--- config.mk ---
export PLATFORM = sky130hd
export DESIGN_NAME = icache_refill_writer
export DESIGN_NICKNAME = d
export VERILOG_FILES = /design/src/rtl/icache_refill_pkg.sv /design/src/rtl/icache_refill_writer.sv
export SDC_FILE = /design/constraint.sdc
export NUM_CORES = 1
export LEC_CHECK = 0
export CAP_MARGIN = 10
export CORE_UTILIZATION = 48
export DETAILED_ROUTE_END_ITERATION = 12
export GPL_TIMING_DRIVEN = 0
export PLACE_DENSITY_LB_ADDON = 0.3
export RECOVER_POWER = 25
export SLEW_MARGIN = 10
export SYNTH_ARGS = -nofsm -noshare
export SYNTH_HDL_FRONTEND = slang
export SYNTH_SLANG_ARGS = --single-unit
export TNS_END_PERCENT = 30
--- constraint.sdc ---
create_clock -name clk -period 2.45 [get_ports clk]
set_clock_uncertainty 0.1 [all_clocks]
set_input_delay 0.3675 -clock clk [delete_from_list [all_inputs] [get_ports clk]]
set_output_delay 0.3675 -clock clk [all_outputs]
set_load 0.05 [all_outputs]
--- src/rtl/icache_refill_pkg.sv ---
// Shared types and default widths for the L1 instruction-cache refill writer.
package icache_refill_pkg;

  localparam int DEF_ADDR_WIDTH   = 5;
  localparam int DEF_OFFSET_WIDTH = 2;
  localparam int DEF_DATA_WIDTH   = 32;
  localparam int DEF_TAG_WIDTH    = 20;

  typedef enum logic [1:0] {
    IDLE,
    REQ,
    DATA,
    COMMIT
  } state_t;

  typedef struct packed {
    logic                     valid;
    logic [DEF_TAG_WIDTH-1:0] tag;
  } tag_entry_t;

endpackage

--- src/rtl/icache_refill_writer.sv ---
// Refill sequencer: requests a missed line from L2, streams its beats into the
// data array one word per cycle, and commits the tag entry after the last word.
module icache_refill_writer
  import icache_refill_pkg::*;
#(
  parameter int ADDR_WIDTH   = DEF_ADDR_WIDTH,
  parameter int OFFSET_WIDTH = DEF_OFFSET_WIDTH,
  parameter int DATA_WIDTH   = DEF_DATA_WIDTH,
  parameter int TAG_WIDTH    = DEF_TAG_WIDTH,
  localparam int IDX_W       = ADDR_WIDTH - OFFSET_WIDTH
) (
  input  logic                       clk,
  input  logic                       rst,
  input  logic                       refill_req_valid_i,
  output logic                       refill_req_ready_o,
  input  logic [IDX_W-1:0]           refill_req_index_i,
  input  logic [TAG_WIDTH-1:0]       refill_req_tag_i,
  output logic                       l2_req_valid_o,
  input  logic                       l2_req_ready_i,
  output logic [TAG_WIDTH+IDX_W-1:0] l2_req_line_o,
  input  logic                       l2_rsp_valid_i,
  output logic                       l2_rsp_ready_o,
  input  logic [DATA_WIDTH-1:0]      l2_rsp_data_i,
  output logic                       rf_we_o,
  output logic [ADDR_WIDTH-1:0]      rf_waddr_o,
  output logic [DATA_WIDTH-1:0]      rf_wdata_o,
  output logic                       tag_we_o,
  output logic [IDX_W-1:0]           tag_waddr_o,
  output logic [TAG_WIDTH:0]         tag_wdata_o,
  output logic                       busy_o,
  output logic                       done_o
);

  localparam int WPL = 2 ** OFFSET_WIDTH;
  localparam logic [OFFSET_WIDTH-1:0] CNT_LAST = OFFSET_WIDTH'(WPL - 1);

  state_t                  state;
  state_t                  state_nxt;
  logic [OFFSET_WIDTH-1:0] cnt;
  logic [IDX_W-1:0]        idx_q;
  logic [TAG_WIDTH-1:0]    tag_q;
  logic                    req_fire;
  logic                    l2_req_fire;
  logic                    beat_fire;
  logic                    last_beat;

  assign req_fire    = refill_req_valid_i & (state == IDLE);
  assign l2_req_fire = l2_req_ready_i & (state == REQ);
  assign beat_fire   = l2_rsp_valid_i & (state == DATA);
  assign last_beat   = beat_fire & (cnt == CNT_LAST);

  always_ff @(posedge clk) begin
    if (rst) state <= IDLE;
    else     state <= state_nxt;
  end

  always_comb begin
    state_nxt = state;
    case (state)
      IDLE:    if (refill_req_valid_i) state_nxt = REQ;
      REQ:     if (l2_req_ready_i) state_nxt = DATA;
      DATA:    if (l2_rsp_valid_i && (cnt == CNT_LAST)) state_nxt = COMMIT;
      COMMIT:  state_nxt = IDLE;
      default: state_nxt = IDLE;
    endcase
  end

  always_comb begin
    refill_req_ready_o = (state == IDLE);
    l2_rsp_ready_o     = (state == DATA);
    busy_o             = (state != IDLE);
  end

  // Miss address is data, held for the whole refill; no reset needed.
  always_ff @(posedge clk) begin
    if (req_fire) begin
      idx_q <= refill_req_index_i;
      tag_q <= refill_req_tag_i;
    end
  end

  always_ff @(posedge clk) begin
    if (rst) begin
      cnt            <= '0;
      rf_we_o        <= 1'b0;
      rf_waddr_o     <= '0;
      rf_wdata_o     <= '0;
      tag_we_o       <= 1'b0;
      tag_waddr_o    <= '0;
      tag_wdata_o    <= '0;
      l2_req_valid_o <= 1'b0;
      l2_req_line_o  <= '0;
      done_o         <= 1'b0;
    end else begin
      rf_we_o  <= beat_fire;
      tag_we_o <= 1'b0;
      done_o   <= 1'b0;
      // Invalidate the entry up front so a half-written line can never hit.
      if (req_fire) begin
        tag_we_o       <= 1'b1;
        tag_waddr_o    <= refill_req_index_i;
        tag_wdata_o    <= {1'b0, refill_req_tag_i};
        l2_req_valid_o <= 1'b1;
        l2_req_line_o  <= {refill_req_tag_i, refill_req_index_i};
      end
      if (l2_req_fire) begin
        l2_req_valid_o <= 1'b0;
        cnt            <= '0;
      end
      if (beat_fire) begin
        rf_waddr_o <= {idx_q, cnt};
        rf_wdata_o <= l2_rsp_data_i;
        cnt        <= cnt + 1'b1;
      end
      if (last_beat) begin
        tag_we_o    <= 1'b1;
        tag_waddr_o <= idx_q;
        tag_wdata_o <= {1'b1, tag_q};
        done_o      <= 1'b1;
      end
    end
  end

endmodule
; After elaboration in Yosys (flattened, before gate mapping)
; Cells that the tools add are included.
[totals]
reg_bits = 115
latchBits = 0
ram_bits = 0
romBits = 0
in_bits = 60
out_inout_bits = 91
elab_cells = 45
mem_count = 0
[classes]
add_sub_neg = 1
mul = 0
n_div = 0
order_cmp = 0
eq_ne = 7
shift = 0
muxes = 13
bitwise_logic = 4
reduce_logical = 7
[ops]
columns = cell, count
row1 = $mux W21, 2
row2 = $mux W2, 5
row3 = $pmux W2 S4, 1
row4 = $eq A2 B2 Y1 const B, 3
row5 = $mux W3, 2
row6 = $reduce_bool A2 Y1, 3
row7 = $and A1 B1 Y1, 4
row8 = $ne A2 B2 Y1 const B, 2
row9 = $mux W1, 3
row10 = $reduce_and A3 Y1, 1
row11 = $add A2 B1 Y2 const B, 1
row12 = $eq A2 B1 Y1 const B, 1
row13 = $logic_not A2 Y1, 1
row14 = $ne A2 B1 Y1 const B, 1
row15 = $reduce_or A2 Y1, 1
row16 = $logic_and A1 B1 Y1, 1

; Longest topological paths before layout
; Gate-level depths: netlist of run 1.
[depth]
depth_word = 4
mapped_depth = 7

; Least setup slack after synthesis of run 1
; No wires, ideal clock.
[synth_timing]
path_kind = register -> register
startpoint = reg state[0]
endpoint = reg tag_wdata_o[10]
setup_time_ps = 88
arrival_ps = 1773
slack_ps = 489
stages_incl_launch_ff = 8
n_path_buf = 1
period_less_slack_ps = 1961
cell_sequence = dfxtp_1 inv_1 ha_1 nand2_2 inv_2 buf_4 nand2_1 a311oi_2
[synth_rtl]
columns = element, line
row1 = from (decl), icache_refill_writer.sv:37  ; state_t state;
row2 = from (signal assigned), icache_refill_writer.sv:54  ; else state <= state_nxt;
row3 = $logic_not A2 Y1, --
row4 = via refill_req_ready_o, icache_refill_writer.sv:15  ; output logic refill_req_ready_o,
row5 = $and A1 B1 Y1, icache_refill_writer.sv:47  ; assign req_fire = refill_req_valid_i & (state == IDLE);
row6 = via req_fire, icache_refill_writer.sv:42  ; logic req_fire;
row7 = $reduce_bool A2 Y1 (no line), --
row8 = to (signal assigned), icache_refill_writer.sv:102  ; tag_wdata_o <= {1'b0, refill_req_tag_i};
row9 = to (signal assigned), icache_refill_writer.sv:118  ; tag_wdata_o <= {1'b1, tag_q};
row10 = to (decl), icache_refill_writer.sv:29  ; output logic [TAG_WIDTH:0] tag_wdata_o,
; The timed path passes the listed nets, and every way through them passes these cells.
; A chain may end at the register's enable or synchronous reset.

; Final worst setup path of run 1
[layout_timing]
startpoint = reg state[0]
endpoint = out busy_o
[layout_via]
elab_chain_len = 1
[layout_lines]
columns = element, line
row1 = $reduce_bool A2 Y1, icache_refill_writer.sv:71  ; busy_o = (state != IDLE);
row2 = to (decl), icache_refill_writer.sv:30  ; output logic busy_o,
; Every way passes these cells.

==> summary.txt, run 1 <==
Synthesis
  – Yosys warns: 0
  – Synth Register Bits: around 120
  – Count of cell types in the netlist: 25
  – Synth Instances: ~430
  – Sequential share of the synthesized area: approximately three fifths
  – Cell taking the most area after synthesis: dfxtp_1
  – Post-Syn Area per Cell: around 9.6 sq um
  – Syn Std Cell Area: 0.00415 sq mm
  – Mapped Nets: 496
  – Post-synth top area share: about 44%
  – Area contributors post-synth: dfxtp_1 (44%), edfxtp_1 (17%), nand2_1 (13%)

Worst hold path
  – Hold depth: 2
  – Hold crit path type: primary input to flop
  – Hold_sp: rst
  – Hold EP: rf_we_o$_SDFF_PP0_

STA
  – RSZ-0062 raised after global routing: false
  – Slew margin rel.: between 50% and 60%
  – Fin worst setup slack: about 0.19 ns
  – Maximum operating frequency: about 440 MHz
  – Tcrit/Tclk final: ~90%
  – Worst-Margin Slew: around 0.60 ns
  – Final setup TNS: 0 ns
  – Final setup viols: 0
  – Fin. max-slew vios: 0
  – Period minus WS final: about 2.3 ns
  – Final hold vios: 0

Global routing
  – Vias in the first global route: roughly 3.7k
  – First-pass GRT wire length: around 17000 microns
  – Largest net degree at the start of global routing: 33
  – Gr usage total: between 20 and 25%
  – Grt ovf: 0
  – Initial antenna violation count: 0

Clock tree
  – Sink Count: about 120
  – CTS clk-pin slew, worst paths: around 0.050 ns
  – CTS Hold Bufs: 0
  – Cts bufs inserted: 17
  – H-Tree Depth: 4
  – Clock root buffer: clkbuf_8
  – CTS Buffer Depth: 2
  – Clk_lat worst skew: 0.50 ns
  – CTS tree: built

Pwr
  – Max VDD drop: 0.592 mV
  – Pwr/cell area: between 1000 and 1500 mW/mm^2
  – Static leakage: 2.29 nW

Critical path
  – Worst EP arrival: 1.79 ns
  – Critical path launch point type: flop
  – Worst path bufs/invs: 3
  – Critical path endpoint category: primary output
  – CP top delay family: buffers and inverters
  – R2R depth: 7
  – Critical Setup Path Class: flop to primary output
  – Max stage delay cell, worst path: dlygate4sd2_1
  – Most used cell, CP: inv_1
  – Reg-to-Reg Start: state[0]$_SDFFE_PP0P_
  – End of the worst register-to-register path: l2_req_line_o[2]$_SDFFE_PP0P_
  – CP max FO: 4
  – Worst endpoint required time: slightly below 2 ns
  – Max incr delay on CP: 0.52 ns
  – R2R setup slack: 0.44 ns
  – CP cell instances: inv_1, ha_1, inv_1, dlygate4sd2_1

Die
  – Die height: 94.9 microns
  – Core Rows: 33
  – Initial Utilization: 49.9%
  – IO Pins: about 150
  – Core area: a little over 0.008 sq mm
  – Die X-Extent: roughly 95 microns
  – Area of the die: 0.00901 sq mm

Detailed routing
  – Routed len/inst: between 15 and 20 microns
  – Final WL: 10800 microns
  – Antenna viol nets, final: 0
  – Via/cell ratio: between 5 and 6
  – DR vias: roughly 3.7k
  – DRC: 0
  – DR pass1 iterations: 4
  – DR iter-0 viols: 143

Final layout
  – Share of layout cells above drive strength 1: under 10%
  – Nets: between 600 and 700
  – Fill cells: around 570
  – Commonest non-fill, non-tap cell in the layout: nand2_1
  – Antenna diode count: 0
  – Commonest cells after routing, fill and taps aside: nand2_1 (148), clkdlybuf4s50_1 (123), dfxtp_1 (92)
  – Area Overhead vs Synth: 53.2%

Flow run
  – Max-Cap Viols: 0

Placed design
  – Routability cong.: 0.795
  – Number of port buffers: roughly 150
  – Dpl hpwl: 7610 microns
  – Pre-CTS setup slack: approximately 0.36 ns

Run status
  – Outcome: finished, final reports clean
## metal layers
metal	wire, microns	global-route usage [%]	vias to the layer above
met3	725	6.28	19
met2	5340	42.3	136
met4	182	12.4	0
li1	-	-	1793
met5	0	0	-
met1	4590	29.0	1740
## layout make-up
type	count	area (sq um)	area share, %
flip-flops and latches	115	2530	39.9
repair buffers	149	1490	23.4
multi-input cells	282	1400	22.0
clock buffers	19	422	6.64
clock inverters	13	184	2.90
plain buffers	30	179	2.82
well taps	105	131	2.07
inverters	4	15.0	0.236
## flip-flops by register name, summed over array words and instances (netlist names), 2 cells and up
name and count:
cnt 2, idx_q 3, l2_req_line_o 23, rf_waddr_o 5, rf_wdata_o 32, state 2, tag_q 20, tag_waddr_o 3
tag_wdata_o 21
## power by group
part	leakage (nW)	switching, mW	internal [mW]	total [mW]
Clock	0.290	0.854	1.65	2.50
Combinational	1.04	1.36	0.639	2.00
Sequential	0.968	0.133	2.23	2.37
Total	2.29	2.35	4.52	6.87
## stage by stage
stage               instance area (sq um)  power [mW]  util (%)  std cells  hold slack [ns]
floorplan                            4150        3.73         -        431            0.349
global placement                     5770        4.40      69.5        685            0.341
detailed placement                   5770        4.44      69.5        685            0.348
CTS                                  6370        6.92      76.8        717            0.199
global route                         6350        7.14      76.5        717            0.261
finish                               6350        6.87      76.5        717            0.219
## Yosys cell counts
master,n
nor2_1,26
and3_1,1
nand3_1,2
dfxtp_1,92
nand2_1,147
buf_4,1
a21oi_1,64
a311oi_1,13
a21bo_2,1
buf_2,12
ha_1,5
inv_1,3
nand3_2,1
edfxtp_1,23
inv_2,1
mux2i_1,1
clkbuf_1,10
nand2b_1,5
o21a_1,1
a31oi_1,1
nand2_2,1
a311oi_2,10
buf_6,7
and2_1,2
a211oi_1,1
## cell families (layout without fill, tap and decap cells)
logic type               after synthesis  after routing  synth area share [%]
adder cells (fa/ha/maj)                5              5                  1.51
AO/OA/AOI/OAI                         91             91                  14.9
multiplexers                           1              1                 0.241
flip-flops                           115            115                  61.1
AND/OR/NAND/NOR                      185            185                  17.5
buffers and inverters                 34            215                  4.80
## worst reg2reg max path, cell delays in order, from the launching register on
cell,delay (ns)
dfxtp_1,0.36
inv_1,0.09
ha_1,0.25
nand2_1,0.16
clkbuf_1,0.40
buf_2,0.35
nand2_1,0.09
a21oi_1,0.15
## worst max-delay path by stage
stage,from,endpoint,cells after the start
CTS,state[0]$_SDFFE_PP0P_,busy_o,4
global placement,refill_req_valid_i,tag_wdata_o[9]$_SDFFE_PP0P_,6
finish,state[0]$_SDFFE_PP0P_,busy_o,4
floorplan,state[0]$_SDFFE_PP0P_,tag_wdata_o[10]$_SDFFE_PP0P_,7
detailed placement,refill_req_valid_i,tag_wdata_o[9]$_SDFFE_PP0P_,6
global route,state[0]$_SDFFE_PP0P_,busy_o,4
## what timing repair did
action	4_1_cts	5_1_grt
setup buffers	0	0
gates resized for setup	3	0
endpoints found under the setup margin	3	0
Power figures use the tool's default switching activity.
==> run 2: changes to the inputs <==
--- a/config.mk
+++ b/config.mk
@@ -11,6 +11,8 @@
 export GPL_TIMING_DRIVEN = 0
 export PLACE_DENSITY_LB_ADDON = 0.3
 export RECOVER_POWER = 25
+export SETUP_SLACK_MARGIN = 0.05
+export SKIP_CTS_REPAIR_TIMING = 1
 export SLEW_MARGIN = 10
 export SYNTH_ARGS = -nofsm -noshare
 export SYNTH_HDL_FRONTEND = slang
==> run 2 against run 1 <==
  * Critical path depth did not move
  * Sequential cell count did not move
  * Sequential power barely moved
  * Register-to-register slack barely moved
  * Cell count did not move
  * Highest routed layer unchanged
==> summary.txt, run 2 (synthesized netlist as in run 1, its figures left out) <==
Final layout
  – Register with the most flip-flops: rf_wdata_o
  – Nets: 664 (unchanged)
  – Area Overhead vs Synth: 53.5%
  – Max FFs per register: 32 (unchanged)
  – Antenna diode count: 0 (unchanged)
  – Share of layout cells above drive strength 1: 9.15% (unchanged)
  – Commonest cells after routing, fill and taps aside: nand2_1 (148), clkdlybuf4s50_1 (123), dfxtp_1 (92)
  – Largest regs: rf_wdata_o (32), l2_req_line_o (23), tag_wdata_o (21)
  – Commonest non-fill, non-tap cell in the layout: nand2_1
  – Post-Layout Inst Area: 0.00636 sq mm (+0.18%)

STA
  – Fin worst setup slack: 0.298 ns (+0.106 ns)
  – Fin. max-slew vios: 0 (unchanged)
  – Maximum operating frequency: 465 MHz (+4.9%)
  – Final setup TNS: 0 ns (unchanged)
  – Final hold vios: 0 (unchanged)
  – Tcrit/Tclk final: 87.8% (-4.3 points)
  – Worst-Margin Slew: 0.591 ns (-0.0122 ns)
  – Slew margin rel.: 60.6% (+0.81 points)
  – Period minus WS final: 2.15 ns (-0.106 ns)
  – RSZ-0062 raised after global routing: false
  – Final setup viols: 0 (unchanged)

Global routing
  – First-pass GRT wire length: 17000 microns (-0.12%)
  – Initial antenna violation count: 0 (unchanged)
  – Largest net degree at the start of global routing: 33 (unchanged)
  – Vias in the first global route: 3660 (+0.055%)
  – Grt ovf: 0 (unchanged)
  – Gr usage total: 24.8% (-0.034 points)

Pwr
  – Pwr/cell area: 1080 mW/mm^2 (+0.13%)
  – Pwr Total: 6.89 mW (+0.31%)
  – Static leakage: 2.32 nW (+1.2%)
  – Max VDD drop: 0.592 mV (about the same)

Detailed routing
  – DRC: 0 (unchanged)
  – Antenna viol nets, final: 0 (unchanged)
  – DR iter-0 viols: 137 (-4.2%)
  – DR pass1 iterations: 4 (unchanged)
  – DR vias: 3683 (-0.14%)
  – Routed len/inst: 15.1 microns (+0.26%)
  – Via/cell ratio: 5.14 (-0.14%)
  – Final WL: 10900 microns (+0.26%)

Critical path
  – Critical path endpoint category: primary output
  – Most used cell, CP: inv_1
  – Max incr delay on CP: 0.41 ns (-0.11 ns)
  – Worst endpoint required time: 1.98 ns (about the same)
  – Worst EP arrival: 1.68 ns (-0.11 ns)
  – Critical Setup Path Class: flop to primary output
  – Max stage delay cell, worst path: dlymetal6s2s_1
  – CP cell instances: inv_1, ha_1, inv_1, dlymetal6s2s_1
  – Critical path launch point type: flop
  – CP max FO: 4 (unchanged)

Placed design
  – Area post-placement: 0.00577 sq mm (unchanged)
  – Dpl hpwl: 7610 microns (unchanged)
  – Number of port buffers: 149 (unchanged)
  – Routability cong.: 0.795 (unchanged)
  – Pre-CTS setup slack: 0.361 ns (unchanged)

Clock tree
  – Clk_lat worst skew: 0.50 ns (about the same)
  – Clock root buffer: clkbuf_8
  – CTS tree: built
  – CTS clk-pin slew, worst paths: 0.05 ns (about the same)
  – Sink Count: 115 (unchanged)
  – H-Tree Depth: 4 (unchanged)
  – Cts bufs inserted: 17 (unchanged)
  – CTS Buffer Depth: 2 (unchanged)

Die
  – Core Rows: 33 (unchanged)
  – Initial Utilization: 49.9% (unchanged)
  – Die X-Extent: 94.9 microns (unchanged)
  – Die height: 94.9 microns (unchanged)
  – Core area: 0.00830 sq mm (unchanged)
  – IO Pins: 151 (unchanged)
  – Area of the die: 0.00901 sq mm (unchanged)

Worst hold path
  – Hold crit path type: primary input to flop

Flow run
  – Max-Cap Viols: 0 (unchanged)

Run status
  – Outcome: finished, final reports clean
## run 2: cell count changes in the layout (fill, tap and decap cells not counted)
cell / delta
dlygate4sd2_1: -3
dlymetal6s2s_1: +3
## run 2: cell type report
type / instances / area, sq um
clock inverter: 13 / 184
buffer: 30 / 179
multi-input combinational: 282 / 1400
timing repair buffer: 149 / 1500
clock buffer: 19 / 422
fill: 575 / 1940
tap: 105 / 131
sequential: 115 / 2530
inverter: 4 / 15.0
## run 2: report_power, final
| part | internal (mW) | switching [mW] |
|---|---|---|
| Sequential | 2.23 | 0.133 |
| Combinational | 0.656 | 1.36 |
| Clock | 1.65 | 0.857 |
| Total | 4.54 | 2.35 |
## run 2: final timing paths
kind	startpoint	end	slack (ns)	cells past startpoint
worst max register to register	state[0]$_SDFFE_PP0P_	l2_req_line_o[1]$_SDFFE_PP0P_	0.43	7
worst max-delay path	state[0]$_SDFFE_PP0P_	busy_o	0.30	4
worst min-delay path	rst	rf_we_o$_SDFF_PP0_	0.21	2
worst min register to register	rf_wdata_o[3]$_SDFFE_PP0P_	rf_wdata_o[3]$_SDFFE_PP0P_	0.36	2
## run 2: metal layers
metal	vias up	wire [microns]	GRT usage (%)
li1	1795	-	-
met1	1727	4540	28.9
met2	139	5380	42.3
met3	22	747	6.36
met4	0	191	12.4
met5	-	0	0
## run 2: per-stage QoR
stage	hold slack, ns	cells	utilization (%)
2_1_floorplan	0.349	431	-
3_3_place_gp	0.341	685	69.5
3_5_place_dp	0.348	685	69.5
4_1_cts	0.199	717	76.8
5_1_grt	0.261	717	76.6
6_report	0.212	717	76.6
## run 2: worst max-delay path: cells and delay by family, from the launching register on
kind	cells	cell delay [ns]
adders and majority gates	1	0.25
buffers and inverters	3	0.57
DFF	1	0.36
